==> src/rtl/axi_write_vector_stream_if.sv <==
// AXI-Stream bundle carrying one data beat per tvalid && tready handshake.
interface axi_stream_if #(
    parameter int DATA_W = 32
) ();
    logic [DATA_W-1:0] tdata;
    logic              tvalid;
    logic              tready;
    logic              tlast;

    modport master (output tdata, output tvalid, output tlast, input tready);
    modport slave  (input tdata, input tvalid, input tlast, output tready);
endinterface

==> src/rtl/axi_write_vector_stream.sv <==
// Serialises variable-length bit vectors onto an AXI-Stream master as
// ceil(len/AXI_DATA_WIDTH) beats, with a valid/ready input handshake,
// back-to-back capture on the final beat and a per-beat valid-bit count.
module axi_write_vector_stream #(
    parameter int MAX_VEC_LENGTH   = 64,
    parameter int AXI_DATA_WIDTH   = 32,
    parameter bit MSB_FIRST        = 1'b0,
    parameter int MAX_VEC_LENGTH_W = (MAX_VEC_LENGTH <= 1) ? 1 : $clog2(MAX_VEC_LENGTH + 1),
    parameter int BEAT_CNT_W       = $clog2(AXI_DATA_WIDTH + 1)
) (
    input  logic                        clk,
    input  logic                        rst,
    input  logic                        in_valid,
    output logic                        in_ready,
    input  logic [MAX_VEC_LENGTH_W-1:0] in_vec_length,
    input  logic [MAX_VEC_LENGTH-1:0]   in_vec,
    input  logic                        in_last,
    axi_stream_if.master                data_out,
    output logic [BEAT_CNT_W-1:0]       out_valid_bits,
    output logic                        err_len_clamped
);

    localparam int W   = AXI_DATA_WIDTH;
    localparam int NB  = (MAX_VEC_LENGTH + W - 1) / W;   // most beats a vector can need
    localparam int PAD = NB * W;                         // capture register padded to whole beats

    typedef enum logic {IDLE, SEND} state_t;

    state_t           state_q, state_d;
    logic [31:0]      beat_q, beat_d;      // index of the beat on the bus
    logic [31:0]      beats_q, beats_d;    // beats in the current vector
    logic [31:0]      rem_q, rem_d;        // valid bits not yet handshaken
    logic [PAD-1:0]   data_q, data_d;      // masked vector, shifted one beat per handshake
    logic             last_q, last_d;
    logic             err_q, err_d;
    logic             rdy_en_q, rdy_en_d;  // holds in_ready low until the first edge after reset

    logic [31:0]      len32;
    logic [31:0]      len_l;
    logic             over;
    logic [31:0]      beats_new;
    logic [PAD-1:0]   masked;
    logic [PAD-1:0]   cap_data;
    logic             tvalid_c;
    logic             final_beat;
    logic             hs;
    logic             cap;
    logic [W-1:0]     tdata_c;

    // Clamp the offered length, count its beats and build the masked, justified capture image
    always_comb begin
        len32     = 32'(in_vec_length);
        over      = len32 > 32'(MAX_VEC_LENGTH);
        len_l     = over ? 32'(MAX_VEC_LENGTH) : len32;
        beats_new = '0;
        if (len_l == 32'd0) begin
            // An empty vector still needs one beat when it has to close a packet
            beats_new = in_last ? 32'd1 : 32'd0;
        end else begin
            beats_new = (len_l + 32'(W) - 32'd1) / 32'(W);
        end
        masked = '0;
        for (int i = 0; i < MAX_VEC_LENGTH; i++) begin
            if (32'(i) < len_l) begin
                masked[i] = in_vec[i];
            end
        end
        // MSB-first output shifts the vector up so bit L-1 lands at the top of beat 0
        cap_data = MSB_FIRST ? (masked << (32'(PAD) - len_l)) : masked;
    end

    // Next-state logic: beat advance on handshake, reload on capture (capture wins)
    always_comb begin
        state_d    = state_q;
        beat_d     = beat_q;
        beats_d    = beats_q;
        rem_d      = rem_q;
        data_d     = data_q;
        last_d     = last_q;
        rdy_en_d   = 1'b1;
        tvalid_c   = (state_q == SEND);
        final_beat = (beat_q == beats_q - 32'd1);
        hs         = tvalid_c && data_out.tready;
        in_ready   = rdy_en_q && ((state_q == IDLE) || (hs && final_beat));
        cap        = in_valid && in_ready;
        err_d      = cap && over;
        if (hs) begin
            beat_d = beat_q + 32'd1;
            rem_d  = rem_q - 32'(W);
            data_d = MSB_FIRST ? (data_q << W) : (data_q >> W);
            if (final_beat) begin
                state_d = IDLE;
            end
        end
        if (cap) begin
            state_d = (beats_new != 32'd0) ? SEND : IDLE;
            beat_d  = '0;
            beats_d = beats_new;
            rem_d   = len_l;
            data_d  = cap_data;
            last_d  = in_last;
        end
    end

    // Beat presentation; everything reads as zero while no beat is offered
    always_comb begin
        tdata_c        = '0;
        out_valid_bits = '0;
        if (tvalid_c) begin
            tdata_c        = MSB_FIRST ? data_q[PAD-1 -: W] : data_q[W-1:0];
            out_valid_bits = final_beat ? BEAT_CNT_W'(rem_q) : BEAT_CNT_W'(W);
        end
    end

    assign data_out.tvalid = tvalid_c;
    assign data_out.tdata  = tdata_c;
    assign data_out.tlast  = tvalid_c && final_beat && last_q;
    assign err_len_clamped = err_q;

    // State, counters and capture register; reset abandons any vector in flight
    always_ff @(posedge clk or posedge rst) begin
        if (rst) begin
            state_q  <= IDLE;
            beat_q   <= '0;
            beats_q  <= '0;
            rem_q    <= '0;
            data_q   <= '0;
            last_q   <= 1'b0;
            err_q    <= 1'b0;
            rdy_en_q <= 1'b0;
        end else begin
            state_q  <= state_d;
            beat_q   <= beat_d;
            beats_q  <= beats_d;
            rem_q    <= rem_d;
            data_q   <= data_d;
            last_q   <= last_d;
            err_q    <= err_d;
            rdy_en_q <= rdy_en_d;
        end
    end

endmodule

==> src/flat_wrapper.sv <==
// flat-port wrapper written by rule: the top's interface ports become plain ports
module axi_write_vector_stream_flat 
#(
    parameter int MAX_VEC_LENGTH   = 64,
    parameter int AXI_DATA_WIDTH   = 32,
    parameter bit MSB_FIRST        = 1'b0,
    parameter int MAX_VEC_LENGTH_W = (MAX_VEC_LENGTH <= 1) ? 1 : $clog2(MAX_VEC_LENGTH + 1),
    parameter int BEAT_CNT_W       = $clog2(AXI_DATA_WIDTH + 1)
)
  (clk, rst, in_valid, in_ready, in_vec_length, in_vec, in_last, out_valid_bits, err_len_clamped, data_out_tdata, data_out_tvalid, data_out_tlast, data_out_tready);
  axi_stream_if data_out_i ();
  input  logic clk;
  input  logic rst;
  input  logic in_valid;
  output logic in_ready;
  input  logic [MAX_VEC_LENGTH_W-1:0] in_vec_length;
  input  logic [MAX_VEC_LENGTH-1:0] in_vec;
  input  logic in_last;
  output logic [BEAT_CNT_W-1:0] out_valid_bits;
  output logic err_len_clamped;
  output wire logic [$bits(data_out_i.tdata)-1:0] data_out_tdata;
  output wire logic [$bits(data_out_i.tvalid)-1:0] data_out_tvalid;
  output wire logic [$bits(data_out_i.tlast)-1:0] data_out_tlast;
  input wire logic [$bits(data_out_i.tready)-1:0] data_out_tready;
  assign data_out_tdata = data_out_i.tdata;
  assign data_out_tvalid = data_out_i.tvalid;
  assign data_out_tlast = data_out_i.tlast;
  assign data_out_i.tready = data_out_tready;
  axi_write_vector_stream #(.MAX_VEC_LENGTH(MAX_VEC_LENGTH), .AXI_DATA_WIDTH(AXI_DATA_WIDTH), .MSB_FIRST(MSB_FIRST), .MAX_VEC_LENGTH_W(MAX_VEC_LENGTH_W), .BEAT_CNT_W(BEAT_CNT_W)) u_core (.clk(clk), .rst(rst), .in_valid(in_valid), .in_ready(in_ready), .in_vec_length(in_vec_length), .in_vec(in_vec), .in_last(in_last), .data_out(data_out_i), .out_valid_bits(out_valid_bits), .err_len_clamped(err_len_clamped));
endmodule
==> config.mk <==
export PLATFORM = sky130hd
export DESIGN_NAME = axi_write_vector_stream_flat
export DESIGN_NICKNAME = d
export VERILOG_FILES = /design/src/rtl/axi_write_vector_stream_if.sv /design/src/rtl/axi_write_vector_stream.sv /design/src/flat_wrapper.sv
export SDC_FILE = /design/constraint.sdc
export NUM_CORES = 1
export LEC_CHECK = 0
export BUFFER_PORTS_ARGS = -buffer_cell sky130_fd_sc_hd__buf_2
export CAP_MARGIN = 25
export CORE_MARGIN = 3
export CORE_UTILIZATION = 35
export CTS_CLUSTER_DIAMETER = 80
export CTS_CLUSTER_SIZE = 8
export DETAILED_ROUTE_END_ITERATION = 6
export HOLD_SLACK_MARGIN = 0.06
export PLACE_DENSITY = 0.63
export SLEW_MARGIN = 0
export SYNTH_ARGS = -nofsm -noshare
export SYNTH_HDL_FRONTEND = slang
export SYNTH_SLANG_ARGS = --single-unit
==> constraint.sdc <==
create_clock -name clk -period 4.5 [get_ports clk]
set_clock_uncertainty 0.2 [all_clocks]
set_input_delay 0.225 -clock clk [delete_from_list [all_inputs] [get_ports clk]]
set_output_delay 0.225 -clock clk [all_outputs]
set_load 0.03 [all_outputs]
* Yosys cells after proc, flatten, opt, wreduce, memory -nomap -nowiden *
Index checks and enable logic that the tools add are counted.

word-level totals
  output and inout port bits = 42
  register bits after elaboration = 164
  input port bits = 76

cells by class
  bitwise operators = 1
  multiplexer cells = 80
  order comparisons = 65
  equal/unequal tests = 1
  reduce and logical (&&, ||, !) cells = 13
  $add $sub $neg = 5

operators by type and width
  operator               count
  $lt 6x32->1 const A    32
  $lt 5x32->1 const A    16
  $lt 4x32->1 const A    8
  $mux 32                6
  $lt 3x32->1 const A    4
  $mux 64                2
  $mux 1                 69
  $lt 1x32->1 const A    2
  $lt 2x32->1 const A    2
  $sub 32x1->32 const B  2
  $add 32x1->32 const B  1
  $add 32x6->32 const B  1
  $eq 32x32->1           1
  $logic_not 32->1       1
  $reduce_bool 32->1     1
  $sub 32x6->32 const B  1
  $mux 6                 2
  $gt 7x7->1 const B     1
  $logic_and 1x1->1      7
  $mux 7                 1
  $reduce_bool 2->1      2
  $reduce_and 2->1       1
  $logic_or 1x1->1       1
  $not 1->1              1

* Logic depth before layout (Yosys ltp) *
Gate-level depths: netlist of the first run.

  depth in word-level cells = 8
  mapped depth = 11

* Least setup slack after synthesis of the first run *
Ideal clock, no wire load.

  path type = reg2out
  start point = register u_core.beats_q[0]
  end point = output out_valid_bits[3]
  path buffers = 0
  setup slack = 1688 ps
  stages on the path, launching flop included = 9
  arrival time = 2387 ps
  cell sequence = dfrtp_1 > inv_1 > ha_1 > ha_1 > or3_1 > a22oi_1 > and3_1 > nand3b_1 > nor3_1

between the ends
  longest elaborated chain between the ends = 4

ends and longest elaborated chain
  what                      line                            source
  start: declaration        axi_write_vector_stream.sv:31   logic [31:0] beats_q, beats_d;
  start signal: assignment  axi_write_vector_stream.sv:134  beats_q <= beats_d;
  $sub 32x1->32             axi_write_vector_stream.sv:82   final_beat = (beat_q == beats_q - 32'd1);
  $eq 32x32->1              axi_write_vector_stream.sv:82
  $mux 6                    axi_write_vector_stream.sv:111  out_valid_bits = final_beat ? BEAT_CNT_W'(rem_q) : BEAT_CNT_W'(W);
  $mux 6                    axi_write_vector_stream.sv:109  if (tvalid_c) begin
  end: declaration          flat_wrapper.sv:19              output logic [BEAT_CNT_W-1:0] out_valid_bits;

No other way between the ends.

* Worst setup path in the final report of the first run *
  start point = register u_core.beats_q[0]
  end point = output in_ready

between the ends
  longest elaborated chain between the ends = 5

ends and longest elaborated chain
  what               line                           source
  $sub 32x1->32      axi_write_vector_stream.sv:82
  $eq 32x32->1       axi_write_vector_stream.sv:82
  $logic_and 1x1->1  axi_write_vector_stream.sv:84  in_ready = rdy_en_q && ((state_q == IDLE) || (hs && final_beat));
  $logic_or 1x1->1   axi_write_vector_stream.sv:84
  $logic_and 1x1->1  axi_write_vector_stream.sv:84
  end: declaration   flat_wrapper.sv:15             output logic in_ready;

No other way between the ends.

==> PnR_summary.wiki, run 1 <==
{| class="wikitable"
! Metric !! Value
|-
| Run status || finished, final reports clean
|-
| Post-Synthesis Net Count || 815
|-
| Post-cts resize count || 0
|-
| Max clock buf depth || 2
|-
| Clock period minus final worst setup slack || 3.54 ns
|-
| Number of fillers in the final layout || 1729
|-
| Compound-cell area share of the yosys netlist || 0.149
|-
| Placeable Area || ~18000 sq um
|-
| Worst-path cell chain || inv_1, ha_1, ha_1, or3_1, a22oi_1, and3_1, nand4b_4, nand2_1, and2_1, buf_2
|-
| EDFF count, synth || 0
|-
| Global-route usage over all layers || 0.201
|-
| TritonCTS clock tree || yes
|-
| Arrival time reported for the critical path endpoint || around 3.1 ns
|-
| Number of global-route vias before repair || about 5900
|-
| Crit Path Max Fanout || 26
|-
| Most frequent cells in the layout || 117 x buf_2, 108 x dfrtp_1, 94 x nand2_1
|-
| Transition time at the pin with the least slew margin || 1.05 ns
|-
| Weighted congestion at the end of routability-driven global placement || 0.815
|-
| Port buffer count || 117
|-
| Synthesized area || around 6500 sq um
|-
| Yosys warning count || 0
|-
| Final WL || around 20000 um
|-
| Register Area || 2730 sq um
|-
| Max VDD drop || between 0.2 and 0.25 mV
|-
| Dominant combinational cell family by area after synthesis || simple AND/OR/NAND/NOR gates
|-
| Setup violators final || 0
|-
| Total number of vias || 6121
|-
| Number of clock sinks || between 100 and 150
|-
| Post-Synthesis Cells || 736
|-
| Critical Path Max Stage Delay || a little over 0.4 ns
|-
| Post-route core utilization || 0.453
|-
| Summed negative setup slack over all endpoints || 0 ns
|-
| Critical path endpoint || in_ready
|-
| FP Rows || 49
|-
| Layout overhead on the synthesized area || 26.4%
|-
| Pin count of the biggest net entering global routing || 78
|-
| Cell type group with the largest total delay on the critical path || simple AND/OR/NAND/NOR gates
|-
| Initial Utilization || 0.358
|-
| Total die area || 20200 sq um
|-
| DP Area || 7230 sq um
|-
| Portion of the post-synthesis area used by sequential elements || 0.421
|-
| Share of synthesized cell area in full adder, half adder and majority cells || 0.00579
|-
| Ports placed on the boundary || approximately 120
|-
| Depth of the worst register-to-register path || 10
|-
| Max-slew headroom || 0.298
|-
| Number of setup buffers added after CTS || 0
|-
| Hold Crit Class || in -> reg
|-
| Final-stage net count || 968
|-
| Simple-Gate Fraction of Synth Area || 0.223
|-
| Multiplexer share of the synthesized area || 0.114
|-
| Number of nets with antenna violations after routing || 0
|-
| Number of flip-flops and latches in the synthesized netlist || 109
|-
| Avg Cell Area, Syn || 8.81 sq um
|-
| Buffering stage count on the worst path with inverters included || 2
|-
| Most used flip-flop cell after synthesis || dfrtp_1
|-
| Post-synthesis xor/xnor area fraction || 0.0432
|-
| Violation count after the first detailed-routing iteration || 500
|-
| Cell with the largest stage delay on the worst path || dfrtp_1
|-
| Ratio of total power to cell area || between 400 and 500 nW/um^2
|-
| Half-perimeter wire length of the detailed placement result || 13600 um
|-
| Clock root buffer || clkbuf_16
|-
| Antenna violations before repair || 0
|-
| Launch instance of the worst register-to-register path || u_core.beats_q[0]
|-
| Final Hold Vio Count || 0
|-
| CP Class || reg -> out
|-
| Total area of multi-input combinational cells || 3480 sq um
|-
| First-pass iteration count of the detailed router || 7
|-
| DR DRC count || 0
|-
| Final worst-path cycle share || 0.787
|-
| Distinct cell type count after synthesis || 54
|-
| Max capacitance violation total || 0
|-
| Htree depth || 3
|-
| Achievable frequency || ~280 MHz
|-
| Fraction of layout cells with a size suffix above 1 || 0.176
|-
| Worst Setup Start Kind || register
|-
| Vias per cell || about 5.5
|-
| Reg2Reg Setup Slack || approximately 1 ns
|-
| Most common cell after layout, fill and taps aside || buf_2
|-
| Number of antenna cells inserted || 0
|-
| Width of the chip || between 100 and 150 um
|-
| Most common cell on crit path || ha_1
|-
| Clock latency reported for the late side of the worst-skew pair || 0.36 ns
|-
| Worst setup path start || u_core.beats_q[0]
|-
| Clock input transition at the sequential cells of the worst setup and hold paths || about 0.08 ns
|-
| Min Hold Slack || 0.0678 ns
|-
| Post-layout instance area || 8190 sq um
|-
| Clock buffer count from CTS || 9
|-
| Endpoint type of the worst setup path || primary output
|-
| Total gr overflow || 0
|-
| Crit path depth || 10
|-
| Pins over their slew limit || 0
|-
| Die Ht || 142 um
|-
| Reg2Reg Capture Point || u_core.data_q[30]
|-
| Average detailed-routed wire length per instance || approximately 18 um
|-
| Worst Path Required || between 4 and 5 ns
|-
| Total leakage power || approximately 3.8 nW
|-
| Global-route wire length before repair || 32200 um
|-
| RSZ-0062 raised after global routing || false
|-
| Synth async-reset ratio || 1.00
|}
-- cell usage after synthesis (16+ instances only) --
cell type / instances / area [sq um]
and2_1: 40 / 250
nand2_1: 94 / 353
nand3_1: 17 / 85.1
a21oi_1: 56 / 280
xor2_1: 16 / 140
dfrtp_1: 109 / 2730
xnor2_1: 16 / 140
clkbuf_1: 34 / 128
inv_1: 16 / 60.1
o21ai_0: 47 / 235
mux2i_1: 68 / 681
nor2_1: 69 / 259
-- timing repair --
action / in CTS / in global routing
hold buffers: 63 / 0
hold endpoints to repair: 139 / 0
endpoints found under the setup margin: 0 / 0
-- stage by stage --
| stage | power (mW) | setup slack (ns) | std cells |
|---|---|---|---|
| 3_3_place_gp | 2.47 | 1.15 | 1043 |
| 4_1_cts | 3.37 | 0.972 | 1122 |
| 5_1_grt | 3.55 | 0.760 | 1123 |
| 6_report | 3.36 | 0.959 | 1123 |
| 2_1_floorplan | 2.13 | 1.20 | 736 |
| 3_5_place_dp | 2.49 | 1.05 | 1043 |
-- flip-flops by register name, indices dropped and copies added (netlist names) --
name                    flops
u_core.data_q              64
u_core.data_out.tvalid      1
u_core.beat_q              32
u_core.rem_q                6
u_core.rdy_en_q             1
u_core.last_q               1
u_core.beats_q              3
u_core.err_len_clamped      1
-- power breakdown --
| group | internal [mW] | total (mW) | switching [mW] |
|---|---|---|---|
| clock | 0.441 | 0.836 | 0.395 |
| sequential | 1.15 | 1.30 | 0.155 |
| combinational | 0.457 | 1.22 | 0.763 |
| total | 2.04 | 3.36 | 1.31 |
-- worst register-to-register path: cells and delay by family (launching register included) --
family	cells	cell delay, ns
flops	1	0.41
fa+ha+maj	2	0.44
compound gates	2	0.66
buf+inv	2	0.49
mux	1	0.25
simple gates	3	0.97
-- area by class of cell --
| type | count | share of cell area |
|---|---|---|
| Clock buffer | 9 | 0.0275 |
| Clock inverter | 7 | 0.0102 |
| Inverter | 16 | 0.00764 |
| Multi-Input combinational cell | 561 | 0.425 |
| Sequential cell | 109 | 0.333 |
| Tap cell | 229 | 0.0350 |
| Timing Repair Buffer | 192 | 0.162 |
-- how the worst min path moves through the flow --
stage                     startpoint           endpoint  slack, ns  depth (start not counted)
after CTS                 in_vec[41]  u_core.data_q[41]       0.06                          4
after detailed placement   in_vec[7]   u_core.data_q[7]       0.28                          3
final                     in_vec[41]  u_core.data_q[41]       0.07                          4
after floorplan            in_vec[0]   u_core.data_q[0]       0.16                          2
after global routing      in_vec[41]  u_core.data_q[41]       0.09                          4
after global placement    in_vec[17]  u_core.data_q[17]       0.27                          3
-- cells by family after synthesis --
| kind of cell | Yosys count |
|---|---|
| xor gates and xnor gates | 32 |
| and+or+nand+nor | 295 |
| AOI/OAI and AO/OA | 157 |
| DFF | 109 |
| adders and majority gates | 3 |
| muxes | 73 |
| buffers and inverters | 66 |
| other | 1 |
-- routing by layer --
metal,global-route usage,wire length [um]
met3,0.0420,1350
met1,0.289,9250
met2,0.311,9440
met4,0.0480,324
met5,0,0
(Power assumes the default switching activity.)
==> run 2, diff against run 1 <==
PLACE_DENSITY = 0.65   (was 0.63)
clock period = 2.9 ns   (was 4.5 ns; I/O delays follow)
==> run 2 against run 1 <==
Effect of this change: final cell count is 3.4% higher; global-route usage increased by 0.86 points; clock power increased by 63%; clock-buffer cell count grew 2; non-clock buffer count is 38 higher; via count grew 2.7%; register-to-register slack worse by 1.0 ns; sequential power increased by 55%; critical endpoint is now out_valid_bits[3]; largest power group is now combinational logic; core utilization is 3.6 points higher; sequential share of layout area is 2.4 points lower; first-iteration DRC count rose by 2.0%.
==> PnR_summary.wiki, run 2 (synthesis results as in run 1) <==
{| class="wikitable"
! Metric !! Value
|-
| Run status || finished, final reports clean
|-
| Htree depth || 3 (unchanged)
|-
| Hold Crit Class || in -> reg
|-
| Number of cells in the finished layout apart from fillers || 1161 (+3.4%)
|-
| Global-route wire length before repair || 33700 um (+4.8%)
|-
| Cell count after placement || 1061 (+1.7%)
|-
| Arrival time reported for the critical path endpoint || 2.55 ns (-0.57 ns)
|-
| Width of the chip || 142 um (unchanged)
|-
| Critical Path Max Stage Delay || 0.38 ns (-0.03 ns)
|-
| Layout overhead on the synthesized area || 36.4%
|-
| Final Hold Vio Count || 0 (unchanged)
|-
| DR DRC count || 0 (unchanged)
|-
| Placeable Area || 18100 sq um (unchanged)
|-
| FP Rows || 49 (unchanged)
|-
| Achievable frequency || 345 MHz
|-
| Worst setup path start || u_core.beats_q[0]
|-
| Global-route usage over all layers || 0.209 (+0.00857)
|-
| Total number of vias || 6284 (+2.7%)
|-
| Antenna violations before repair || 1 (+1)
|-
| Max reg flops || 64 (unchanged)
|-
| Number of nets with antenna violations after routing || 0 (unchanged)
|-
| Clock root buffer || clkbuf_16
|-
| Max clock buf depth || 2 (unchanged)
|-
| Max capacitance violation total || 0 (unchanged)
|-
| Number of antenna cells inserted || 0 (unchanged)
|-
| Registers with the most flip-flops || u_core.data_q x64, u_core.beat_q x32, u_core.rem_q x6
|-
| Setup violators final || 0 (unchanged)
|-
| CP Class || reg -> out
|-
| Half-perimeter wire length of the detailed placement result || 14100 um (+3.3%)
|-
| Buffering stage count on the worst path with inverters included || 3 (+1)
|-
| Transition time at the pin with the least slew margin || 0.891 ns (-0.160 ns)
|-
| Pins over their slew limit || 0 (unchanged)
|-
| RSZ-0062 raised after global routing || true
|-
| Initial Utilization || 0.358 (unchanged)
|-
| Fraction of layout cells with a size suffix above 1 || 0.225 (+0.0497)
|-
| Most flops, register || u_core.data_q
|-
| Total gr overflow || 0 (unchanged)
|-
| Setup slack after placement || -0.0519 ns (-1.11 ns)
|-
| Cell with the largest stage delay on the worst path || dfrtp_1
|-
| Final-stage net count || 1006 (+3.9%)
|-
| Average detailed-routed wire length per instance || 18.5 um (+2.2%)
|-
| Clock latency reported for the late side of the worst-skew pair || 0.36 ns (about the same)
|-
| Pin count of the biggest net entering global routing || 66 (-15%)
|-
| Clock buffer count from CTS || 9 (unchanged)
|-
| Worst Setup Start Kind || register
|-
| Total leakage power || 4.07 nW (+7.4%)
|-
| Max VDD drop || 0.354 mV (+47%)
|-
| Final WL || 21500 um (+5.6%)
|-
| Worst-path cell chain || inv_2, ha_4, ha_4, or3_4, a22oi_2, and3_4, nand3b_1, buf_6, nor3_4, buf_6
|-
| Number of clock sinks || 109 (unchanged)
|-
| Final worst-path cycle share || 0.999
|-
| Number of fillers in the final layout || 1675 (-3.1%)
|-
| Cell type group with the largest total delay on the critical path || simple AND/OR/NAND/NOR gates
|-
| Summed negative setup slack over all endpoints || 0 ns (unchanged)
|-
| Crit Path Max Fanout || 3 (-88%)
|-
| Total die area || 20200 sq um (unchanged)
|-
| Clock period minus final worst setup slack || around 2.9 ns
|-
| Port buffer count || 117 (unchanged)
|-
| Most frequent cells in the layout || 109 x buf_2, 108 x dfrtp_1, 93 x nand2_1
|-
| Ratio of total power to cell area || 652 nW/um^2 (+59%)
|-
| Worst Path Required || 2.56 ns (-1.51 ns)
|-
| Critical hold path startpoint || in_vec_length[3]
|-
| Post-route total power || 5.77 mW (+72%)
|-
| First-pass iteration count of the detailed router || 6 (-1)
|-
| Launch instance of the worst register-to-register path || u_core.beats_q[0]
|-
| Post-route setup slack || 0.00217 ns (-0.956 ns)
|-
| Die Ht || 142 um (unchanged)
|-
| Clock input transition at the sequential cells of the worst setup and hold paths || 0.08 ns (about the same)
|-
| Number of global-route vias before repair || 6307 (+7.8%)
|-
| Most common cell after layout, fill and taps aside || buf_2
|-
| Vias per cell || 5.41 (-0.70%)
|-
| TritonCTS clock tree || yes
|-
| Weighted congestion at the end of routability-driven global placement || 0.875 (+7.4%)
|-
| Max-slew headroom || 0.405 (+0.107)
|-
| Ports placed on the boundary || 118 (unchanged)
|-
| Endpoint type of the worst setup path || primary output
|-
| Violation count after the first detailed-routing iteration || 510 (+2.0%)
|}
## run 2: worst paths after layout
check | endpoint | slack [ns] | cells after the start
worst max-delay path | out_valid_bits[3] | 0.002 | 10
worst min-delay path | u_core.data_q[23] | 0.14 | 5
worst max register to register | u_core.data_q[8] | 0.02 | 12
worst min register to register | u_core.data_q[61] | 0.30 | 1
max in group asynchronous | u_core.data_out.tvalid | 1.44 | 4
min in group asynchronous | u_core.beat_q[8] | 0.32 | 3
## run 2: where the power goes
group,switching [mW],internal (mW),leakage (nW),total [mW]
Sequential,0.231,1.78,1.49,2.01
Clock,0.576,0.783,0.156,1.36
Combinational,1.37,1.02,2.42,2.40
Total,2.18,3.59,4.07,5.77
## run 2: final cells by class
cell class	count	area (sq um)	area share
well taps	229	287	0.0324
repair buffers	230	1830	0.207
clock inverters	5	81.3	0.00920
flip-flops and latches	109	2730	0.309
inverters	16	63.8	0.00722
multi-input cells	561	3610	0.408
clock buffers	11	243	0.0275
## run 2: per-layer routing
metal / vias up / GRT usage / share of wire
met2: 237 / 0.328 / 0.47
li1: 2965 / - / -
met4: 2 / 0.0641 / 0.016
met1: 3045 / 0.296 / 0.45
met3: 35 / 0.0373 / 0.060
met5: - / 0 / 0.00060
## run 2: metrics by stage
step | cell area (sq um) | hold WS (ns) | util
floorplan | 6480 | 0.0826 | -
global placement | 7440 | 0.187 | 0.411
detailed placement | 7440 | 0.179 | 0.411
CTS | 8590 | 0.0970 | 0.475
global route | 8840 | 0.142 | 0.489
finish | 8840 | 0.143 | 0.489
## run 2: timing repair
| action | in CTS | in global routing |
|---|---|---|
| endpoints found under the setup margin | 9 | 43 |
| hold buffers | 67 | 0 |
| pin swaps | 6 | 8 |
| hold endpoints to repair | 106 | 0 |
| buffers inserted | 4 | 9 |
| gates cloned | 1 | 3 |
| gates resized for setup | 29 | 22 |
## run 2: worst register-to-register path: cells and delay by family, from the launching register on
kind | cells | cell delay (ns)
adders and majority gates | 2 | 0.31
and+or+nand+nor | 3 | 0.67
AOI/OAI and AO/OA | 2 | 0.46
muxes | 1 | 0.20
DFF | 1 | 0.38
buffers and inverters | 4 | 0.59
